$ cat src/rtl/core_pkg.sv
// Shared core constants, writeback entry type and small helpers.
package core_pkg;

   localparam int XLEN       = 32;
   localparam int REG_ADDR_W = 5;
   localparam int NUM_REGS   = 32;

   // rd sits in the MSBs so FIFO taps can pick it off the top of each entry
   typedef struct packed {
      logic [REG_ADDR_W-1:0] rd;
      logic [XLEN-1:0]       data;
   } wb_entry_t;

   localparam int WB_ENTRY_W = $bits(wb_entry_t);

   // Which producer owns the register file write port this cycle
   typedef enum logic [1:0] {
      SLOT_IDLE,
      SLOT_ALU,
      SLOT_FIFO,
      SLOT_BYPASS
   } wb_slot_e;

   function automatic logic [NUM_REGS-1:0] reg_onehot(input logic [REG_ADDR_W-1:0] rd);
      return NUM_REGS'(1) << rd;
   endfunction

endpackage

$ cat src/rtl/wb_fifo.sv
// Synchronous FIFO for queued MDU results, with per-entry tag taps.
module wb_fifo #(
   parameter int DEPTH = 2,
   parameter int WIDTH = 37,
   parameter int TAP_W = 5
) (
   input  logic                          clk,
   input  logic                          rst,
   input  logic                          push,
   input  logic [WIDTH-1:0]              push_data,
   input  logic                          pop,
   output logic [WIDTH-1:0]              pop_data,
   output logic                          full,
   output logic                          empty,
   output logic [$clog2(DEPTH):0]        count,
   output logic [DEPTH-1:0]              occupied,
   output logic [DEPTH-1:0][TAP_W-1:0]   tap
);

   localparam int PW = $clog2(DEPTH);

   logic [WIDTH-1:0] mem [DEPTH];
   logic [PW-1:0]    wptr;
   logic [PW-1:0]    rptr;

   // Storage array; contents need no reset since occupancy is tracked by count
   always_ff @(posedge clk) begin
      if (push) begin
         mem[wptr] <= push_data;
      end
   end

   // Pointer and occupancy bookkeeping; pointers wrap naturally at DEPTH
   always_ff @(posedge clk) begin
      if (rst) begin
         wptr  <= '0;
         rptr  <= '0;
         count <= '0;
      end else begin
         if (push) begin
            wptr <= wptr + PW'(1);
         end
         if (pop) begin
            rptr <= rptr + PW'(1);
         end
         case ({push, pop})
            2'b10:   count <= count + (PW+1)'(1);
            2'b01:   count <= count - (PW+1)'(1);
            default: count <= count;
         endcase
      end
   end

   assign pop_data = mem[rptr];
   assign empty    = (count == '0);
   assign full     = (count == (PW+1)'(DEPTH));

   // Per-entry tag taps and occupancy: slot i is live when it lies within count of the read pointer
   always_comb begin
      logic [PW-1:0] off;
      occupied = '0;
      tap      = '0;
      for (int unsigned i = 0; i < DEPTH; i++) begin
         off         = PW'(i) - rptr;
         occupied[i] = ({1'b0, off} < count);
         tap[i]      = mem[i][WIDTH-1 -: TAP_W];
      end
   end

endmodule

$ cat src/rtl/reg_wb_unit.sv
// Writeback stage: merges ALU and MDU results onto the register file write port.
module reg_wb_unit
   import core_pkg::*;
#(
   parameter int FIFO_DEPTH   = 2,
   parameter int STARVE_LIMIT = 4
) (
   input  logic                          clk,
   input  logic                          rst,
   input  logic                          alu_valid,
   input  logic [REG_ADDR_W-1:0]         alu_rd,
   input  logic [XLEN-1:0]               alu_data,
   output logic                          alu_stall,
   input  logic                          mdu_valid,
   output logic                          mdu_ready,
   input  logic [REG_ADDR_W-1:0]         mdu_rd,
   input  logic [XLEN-1:0]               mdu_data,
   output logic                          write_en,
   output logic [REG_ADDR_W-1:0]         write_addr,
   output logic [XLEN-1:0]               write_data,
   output logic [NUM_REGS-1:0]           busy_mask,
   output logic [$clog2(FIFO_DEPTH):0]   fifo_count,
   output logic                          err_waw
);

   localparam int SW = $clog2(STARVE_LIMIT + 1);

   wb_slot_e                              slot;
   wb_entry_t                             sel;
   wb_entry_t                             fifo_head;
   wb_entry_t                             mdu_entry;
   logic                                  alu_take;
   logic                                  mdu_xfer;
   logic                                  mdu_keep;
   logic                                  fifo_push;
   logic                                  fifo_pop;
   logic                                  fifo_full;
   logic                                  fifo_empty;
   logic [FIFO_DEPTH-1:0]                 fifo_occ;
   logic [FIFO_DEPTH-1:0][REG_ADDR_W-1:0] fifo_tap;
   logic                                  head_wait;
   logic [SW-1:0]                         starve_cnt;
   logic [SW-1:0]                         starve_inc;

   assign mdu_entry = '{rd: mdu_rd, data: mdu_data};

   wb_fifo #(
      .DEPTH (FIFO_DEPTH),
      .WIDTH (WB_ENTRY_W),
      .TAP_W (REG_ADDR_W)
   ) u_fifo (
      .clk       (clk),
      .rst       (rst),
      .push      (fifo_push),
      .push_data (mdu_entry),
      .pop       (fifo_pop),
      .pop_data  (fifo_head),
      .full      (fifo_full),
      .empty     (fifo_empty),
      .count     (fifo_count),
      .occupied  (fifo_occ),
      .tap       (fifo_tap)
   );

   // Ready is a function of stored occupancy only, so a same-cycle pop never frees a slot
   assign mdu_ready = !fifo_full;

   // Priority mux: ALU, then FIFO head, then MDU bypass; rd==0 results never claim the port
   always_comb begin
      alu_take   = alu_valid && (alu_rd != '0) && !alu_stall;
      mdu_xfer   = mdu_valid && mdu_ready;
      mdu_keep   = mdu_xfer && (mdu_rd != '0);
      slot       = SLOT_IDLE;
      sel        = '0;
      if (alu_take) begin
         slot = SLOT_ALU;
         sel  = '{rd: alu_rd, data: alu_data};
      end else if (!fifo_empty) begin
         slot = SLOT_FIFO;
         sel  = fifo_head;
      end else if (mdu_keep) begin
         slot = SLOT_BYPASS;
         sel  = mdu_entry;
      end
      fifo_pop   = (slot == SLOT_FIFO);
      fifo_push  = mdu_keep && (slot != SLOT_BYPASS);
      head_wait  = !fifo_empty && !fifo_pop;
      starve_inc = starve_cnt + SW'(1);
   end

   // Registered write port; address/data hold when idle since busy_mask gates on write_en
   always_ff @(posedge clk) begin
      if (rst) begin
         write_en   <= 1'b0;
         write_addr <= '0;
         write_data <= '0;
      end else begin
         write_en <= (slot != SLOT_IDLE);
         if (slot != SLOT_IDLE) begin
            write_addr <= sel.rd;
            write_data <= sel.data;
         end
      end
   end

   // Starvation counter; reaching the limit stalls the ALU for one cycle so the head drains
   always_ff @(posedge clk) begin
      if (rst) begin
         starve_cnt <= '0;
         alu_stall  <= 1'b0;
      end else begin
         starve_cnt <= head_wait ? starve_inc : '0;
         alu_stall  <= head_wait && (starve_inc == SW'(STARVE_LIMIT));
      end
   end

   // Pending destinations: every live FIFO entry plus the write currently on the port
   always_comb begin
      busy_mask = '0;
      for (int unsigned i = 0; i < FIFO_DEPTH; i++) begin
         if (fifo_occ[i]) begin
            busy_mask |= reg_onehot(fifo_tap[i]);
         end
      end
      if (write_en) begin
         busy_mask |= reg_onehot(write_addr);
      end
      busy_mask[0] = 1'b0;
   end

   // Sticky protocol error: ALU write to a pending register, or ALU result during a stall
   always_ff @(posedge clk) begin
      if (rst) begin
         err_waw <= 1'b0;
      end else if (alu_valid && (alu_stall || ((alu_rd != '0) && busy_mask[alu_rd]))) begin
         err_waw <= 1'b1;
      end
   end

endmodule

$ cat config.mk
export PLATFORM = sky130hd
export DESIGN_NAME = reg_wb_unit
export DESIGN_NICKNAME = d
export VERILOG_FILES = /design/src/rtl/core_pkg.sv /design/src/rtl/wb_fifo.sv /design/src/rtl/reg_wb_unit.sv
export SDC_FILE = /design/constraint.sdc
export NUM_CORES = 1
export LEC_CHECK = 0
export CORE_ASPECT_RATIO = 1.1
export CORE_UTILIZATION = 40
export DETAILED_ROUTE_END_ITERATION = 8
export PLACE_DENSITY = 0.72
export SLEW_MARGIN = 20
export SYNTH_ARGS = -nofsm -noshare
export SYNTH_HDL_FRONTEND = slang
export SYNTH_SLANG_ARGS = --single-unit
$ cat constraint.sdc
create_clock -name clk -period 4.63 [get_ports clk]
set_input_delay 0.926 -clock clk [delete_from_list [all_inputs] [get_ports clk]]
set_output_delay 0.926 -clock clk [all_outputs]
set_load 0.005 [all_outputs]
## After elaboration in Yosys (flattened, before gate mapping)

Memories as Yosys holds them, arrays and structs flattened. A register that Yosys moved wholly into a read port is not among the register bits.
Cells that the tools add are included.

- Flip-flop bits (word level): 47
- Memory bits (writable): 74
- Bits of input ports: 78
- Output and inout port bits: 75
- Memories kept: 1

Memories:

| memory | words | width | read ports | clocked after memory_dff | write ports | RTL line | RTL |
|---|---|---|---|---|---|---|---|
| u_fifo.mem | 2 | 37 | 3 | 1 | 1 | wb_fifo.sv:22 | `logic [WIDTH-1:0] mem [DEPTH];` |

- $add $sub $neg: 7
- Magnitude comparators: 3
- Eq/ne operators: 6
- Shifts and indexed selects: 3
- Multiplexer cells: 16
- Bitwise gates (word level): 3
- Reduce and logical (&&, ||, !) cells: 20

Operators with widths:

| cell | number |
|---|---|
| $mux 37 | 3 |
| $mux 32 | 3 |
| $shl 1x5->32 const A | 3 |
| $or 32x32->32 | 2 |
| $reduce_bool 5->1 | 2 |
| $logic_and 1x1->1 | 9 |
| $eq 2x2->1 const B | 3 |
| $lt 5x6->1 const B | 1 |
| $mux 2 | 3 |
| $bmux 1 s5 | 1 |
| $mux 1 | 5 |
| $logic_not 1->1 | 4 |
| $lt 1x2->1 | 2 |
| $pmux 2 s2 | 1 |
| $reduce_bool 2->1 | 2 |
| $add 3x1->3 const B | 1 |
| $eq 3x3->1 const B | 1 |
| $add 1x1->1 const B | 2 |
| $add 2x1->2 const B | 1 |
| $eq 2x1->1 const B | 1 |
| $logic_not 2->1 | 1 |
| $ne 2x2->1 const B | 1 |
| $reduce_or 2->1 | 1 |
| $sub 1x1->1 const A | 2 |
| 3 further kinds | 3 |

## Depth between registers and ports, before layout

- Depth in word-level cells: 12
- Mapped depth: 11

## Cells and area by module

Synthesis repeated with hierarchy kept, for this count alone.

- Cell total of the unflattened synthesis: 664
- Area, all modules: 6690.2 µm²

Modules (own cells, without submodules):

| module | times used | cells each | area each (µm²) | seq. area each (µm²) |
|---|---|---|---|---|
| reg_wb_unit | 1 | 514 | 3729.8 | 860.8 |
| wb_fifo | 1 | 150 | 2960.3 | 2322.2 |

## Least setup slack after synthesis

OpenSTA, ideal clock, no wires.

- Kind: input -> register
- From: input port alu_rd[2]
- To: memory u_fifo.mem[0][0], enable pin
- Arrival: 3.356 ns
- Data required time: 4.199 ns
- Path slack: 0.843 ns
- Cell stages on the path: 7
- Cells stage by stage: clkbuf_1 -> nor3_1 -> nand2_1 -> nand2_1 -> a21oi_1 -> inv_1 -> nor2_1

- Longest elaborated chain between the ends: 8

RTL lines:

| what | RTL line | RTL |
|---|---|---|
| start: declaration | reg_wb_unit.sv:11 | `input logic [REG_ADDR_W-1:0] alu_rd,` |
| $reduce_bool 5->1 | reg_wb_unit.sv:70 | `alu_take = alu_valid && (alu_rd != '0) && !alu_stall;` |
| $logic_and 1x1->1 (2 in a row) | reg_wb_unit.sv:70 |  |
| $mux 2 | reg_wb_unit.sv:75 | `if (alu_take) begin` |
| $ne 2x2->1 | reg_wb_unit.sv:86 | `fifo_push = mdu_keep && (slot != SLOT_BYPASS);` |
| $logic_and 1x1->1 | reg_wb_unit.sv:86 |  |
| $mux 1 | wb_fifo.sv:28 | `if (push) begin` |
| $mux 1 (implied by the code) | wb_fifo.sv:29 | `mem[wptr] <= push_data;` |
| end: declaration | wb_fifo.sv:22 |  |

Every way passes these cells.

## Worst setup path in the final report

- From: register u_fifo.count[0]
- To: output port busy_mask[11]

- Longest elaborated chain between the ends: 6

RTL lines:

| what | RTL line | RTL |
|---|---|---|
| start: declaration | wb_fifo.sv:15 | `output logic [$clog2(DEPTH):0] count,` |
| start signal: assignment | wb_fifo.sv:47 | `2'b10: count <= count + (PW+1)'(1);` |
| start signal: assignment | wb_fifo.sv:48 | `2'b01: count <= count - (PW+1)'(1);` |
| start signal: assignment | wb_fifo.sv:49 | `default: count <= count;` |
| $lt 1x2->1 | wb_fifo.sv:65 | `occupied[i] = ({1'b0, off} < count);` |
| $mux 32 | reg_wb_unit.sv:121 | `if (fifo_occ[i]) begin` |
| $or 32x32->32 | reg_wb_unit.sv:122 | `busy_mask \|= reg_onehot(fifo_tap[i]);` |
| $mux 32 (*) | reg_wb_unit.sv:121 |  |
| $or 32x32->32 | reg_wb_unit.sv:126 | `busy_mask \|= reg_onehot(write_addr);` |
| $mux 32 (*) | reg_wb_unit.sv:125 | `if (write_en) begin` |
| end: declaration | reg_wb_unit.sv:21 | `output logic [NUM_REGS-1:0] busy_mask,` |

Mark *: on every way between the ends. The rest lies on a longest branch, timed or not.

==> key figures <==
Worst setup path
  – Critical path class: flip-flop to output port
  – Kind of cell adding the most delay to the critical path: compound AO/OA/AOI/OAI gates
  – Critical path required time: 3.70 ns
  – Largest fanout on the critical path: 18
  – Data arrival, critical path: 2.81 ns
  – Worst setup SP type: flip-flop
  – Critical path depth: 4
  – Critical Path End Type: output port
  – Buffers & Inverters on Critical Path: 1
  – Internal reg-to-reg setup slack: 1.89 ns
  – Worst R2R Path Depth: 6
  – Worst-path cell with the longest stage delay: clkdlybuf4s50_1
  – CP cell instances: a21o_1 -> nand2_1 -> o221ai_1 -> clkdlybuf4s50_1
  – Longest individual stage delay on the worst path: 0.59 ns

Hold path
  – Worst hold-check path type: flip-flop to flip-flop
  – Worst hold path cell count: 2

Synthesis
  – Post-synthesis area per instance: 10.0 um^2
  – Unique masters post-synth: 56
  – Dominant cell by count in the synthesized netlist: edfxtp_1
  – Number of enable flip-flop cells after synthesis: 74
  – Library cell with the largest summed area after synthesis: edfxtp_1
  – Fraction of synthesized cell area taken by the top area cell type: 36.2%
  – Post-synthesis net count: 693
  – Part of the Yosys area used for sequential elements: 51.9%
  – Netlist Area Pre-Place: 6140 um^2
  – Number of flip-flops and latches in the synthesized netlist: 122
  – Ys Warns: 0
  – Dominant register cell in the synthesized netlist: edfxtp_1
  – Fraction of synthesis flops using an asynchronous set or reset pin: 0%
  – Ranking of synthesized cells by instance count: edfxtp_1, nand2_1, nor3_1
  – Gate count of the mapped netlist: 612
  – Synth top area cells: edfxtp_1, dfxtp_1, mux2i_1

Cells and area
  – Final Net Count: 817
  – Layout cell share with drive strength beyond 1: 6.94%
  – Filler Cell Count: 1309
  – Register area: 3190 um^2
  – Area Overhead vs Synth: 36.2%
  – Multi-input logic area: 2700 um^2
  – Final standard cell utilization of the core: 55.8%
  – Number of inserted diodes: 0

Power
  – Leakage power: 2.81 nW
  – Power density of the placed cells: 524 nW/um^2
  – Highest ir drop seen on vdd: 0.307 mV

Placement
  – Port-buffer cells: 151
  – Estimated wirelength of the detail-placed design: 13300 um
  – Routability congestion estimate from global placement: 0.977
  – Pre-CTS setup slack: 0.808 ns

Routing
  – Number of vias per cell after detailed routing: 5.90
  – Routed wire length: 18700 um
  – Overall via count from detail_route: 5575
  – Number of detailed-route iterations in the first pass: 6
  – Final routed DRC violation total: 0
  – Routed wire per std cell: 19.8 um
  – Violation count after the first detailed-route iteration: 465
  – Post-route antenna net violation count: 0

Clocking
  – Number of gates resized after CTS: 0
  – Number of buffers on the longest clock path: 2
  – # hold bufs at CTS: 0
  – Count of clock tree sinks: 122
  – Setup Fix Bufs, Post-CTS: 0
  – Clock insertion delay at the later pin of the skew report: 0.41 ns
  – Worst-path clk slew: 0.05 ns
  – Root Buffer Master: clkbuf_16
  – H-tree depth: 4
  – TritonCTS clock tree: built
  – CTS Buf Count: 17

STA
  – Final cycle utilization of the critical path: 80.7%
  – Post-layout min period: 3.74 ns
  – Transition time at the pin with the least slew margin: 1.06 ns
  – Total count of hold-check failures in the final report: 0
  – Setup repair after global routing missed its margin: false
  – Worst setup margin: 0.893 ns
  – Final-report max-slew violation count: 0
  – Highest achievable clock rate: 268 MHz
  – Sum Neg Setup Slack: 0 ns
  – Final setup violation count: 0
  – Setup skew after layout: 0.00887 ns
  – Remaining max-slew budget at the tightest pin: 29.2%

GRT
  – Number of global-route vias before repair: 5317
  – First-pass GRT wire length: 29100 um
  – Number of antenna violations at the first check in global routing: 0
  – Total overflow reported by the global router: 0
  – All-Layer GR Usage: 23.7%
  – Largest net degree at the start of global routing: 49

Die
  – Core region area: 15000 um^2
  – Vertical die dimension: 132 um
  – Initial Util: 40.9%
  – Total Die Area: 15800 um^2
  – Die Wd: 120 um
  – Number of primary I/O pins: 153
  – Row count: 47

Run
  – Count of maximum capacitance violations: 0

Run status
  – Result of the run: finished clean
==> per-stage QoR <==
stage                     instance area (um^2)  std cells  hold WS, ns  total power, mW
final                                     8360        945        0.451             4.38
after global routing                      8360        945        0.474             4.59
after CTS                                 8360        945        0.454             4.39
after detailed placement                  7710        913        0.446             2.95
after global placement                    7710        913        0.443             2.94
after floorplan                           6140        612        0.440             2.42
==> flip-flops by register name, summed over array words and instances, names as in the netlist, named ones only <==
register and count:
u_fifo.mem 74, starve_cnt 3, write_en 1, alu_stall 1, u_fifo.wptr 1, err_waw 1
u_fifo.count 2, write_addr 5, write_data 32, u_fifo.rptr 1
==> layer usage <==
layer / track usage, % / up-vias / wire length [um]
li1: - / 2578 / -
met3: 4.80 / 44 / 1330
met1: 29.7 / 2645 / 7550
met2: 39.1 / 308 / 9050
met4: 11.4 / 0 / 748
met5: 0 / - / 0
==> layout make-up <==
cell class	count	area share, %
flip-flops and latches	122	38.1
multi-input cells	432	32.3
repair buffers	158	18.6
clock buffers	19	5.55
well taps	196	2.93
clock inverters	13	2.23
inverters	5	0.224
==> cell families (layout without fill, tap and decap cells) <==
family                   after synthesis  in the layout  synth area share [%]
buffers and inverters                 58            195                  4.48
AND/OR/NAND/NOR                      223            223                  17.8
other                                  1              1                0.0611
flip-flops                           122            122                  51.9
XOR/XNOR                               5              5                 0.713
adder cells (fa/ha/maj)                3              3                 0.612
multiplexers                          38             38                  6.20
AO/OA/AOI/OAI                        162            162                  18.2
==> worst reg2reg max path, cell delays in order, from the launching register on <==
cell	delay, ns
dfxtp_1	0.37
nor2b_1	0.32
and2_1	0.89
nor2_1	0.21
ha_1	0.38
or3_1	0.37
a21oi_1	0.13
==> report_power, final <==
part | leakage, nW | internal (mW) | total (mW) | switching [mW]
sequential | 1.08 | 1.39 | 1.60 | 0.212
clock | 0.319 | 0.951 | 1.44 | 0.488
combinational | 1.41 | 0.603 | 1.34 | 0.734
total | 2.81 | 2.94 | 4.38 | 1.43
==> layout by cell type, fill, tap and decap left out, drive strengths merged, types with 5 or more instances in the layout <==
master	count
clkdlybuf4s50	150
edfxtp	74
nand2	63
nor3	49
dfxtp	48
nor2	43
a21oi	38
mux2i	38
o221ai	23
o22ai	22
o21ai	22
o211ai	20
clkbuf	19
nand3	15
a22oi	12
buf	8
inv	8
nor2b	7
and3b	7
and3	7
nor3b	6
nand2b	6
clkinv	5
==> worst paths after layout <==
check	end	from
hold reg to reg	write_data[10]	write_data[10]
hold / removal	write_data[10]	write_data[10]
setup / recovery	busy_mask[11]	u_fifo.count[0]
setup reg to reg	u_fifo.count[1]	alu_stall
Note: power is estimated with default switching activity, not from simulation.
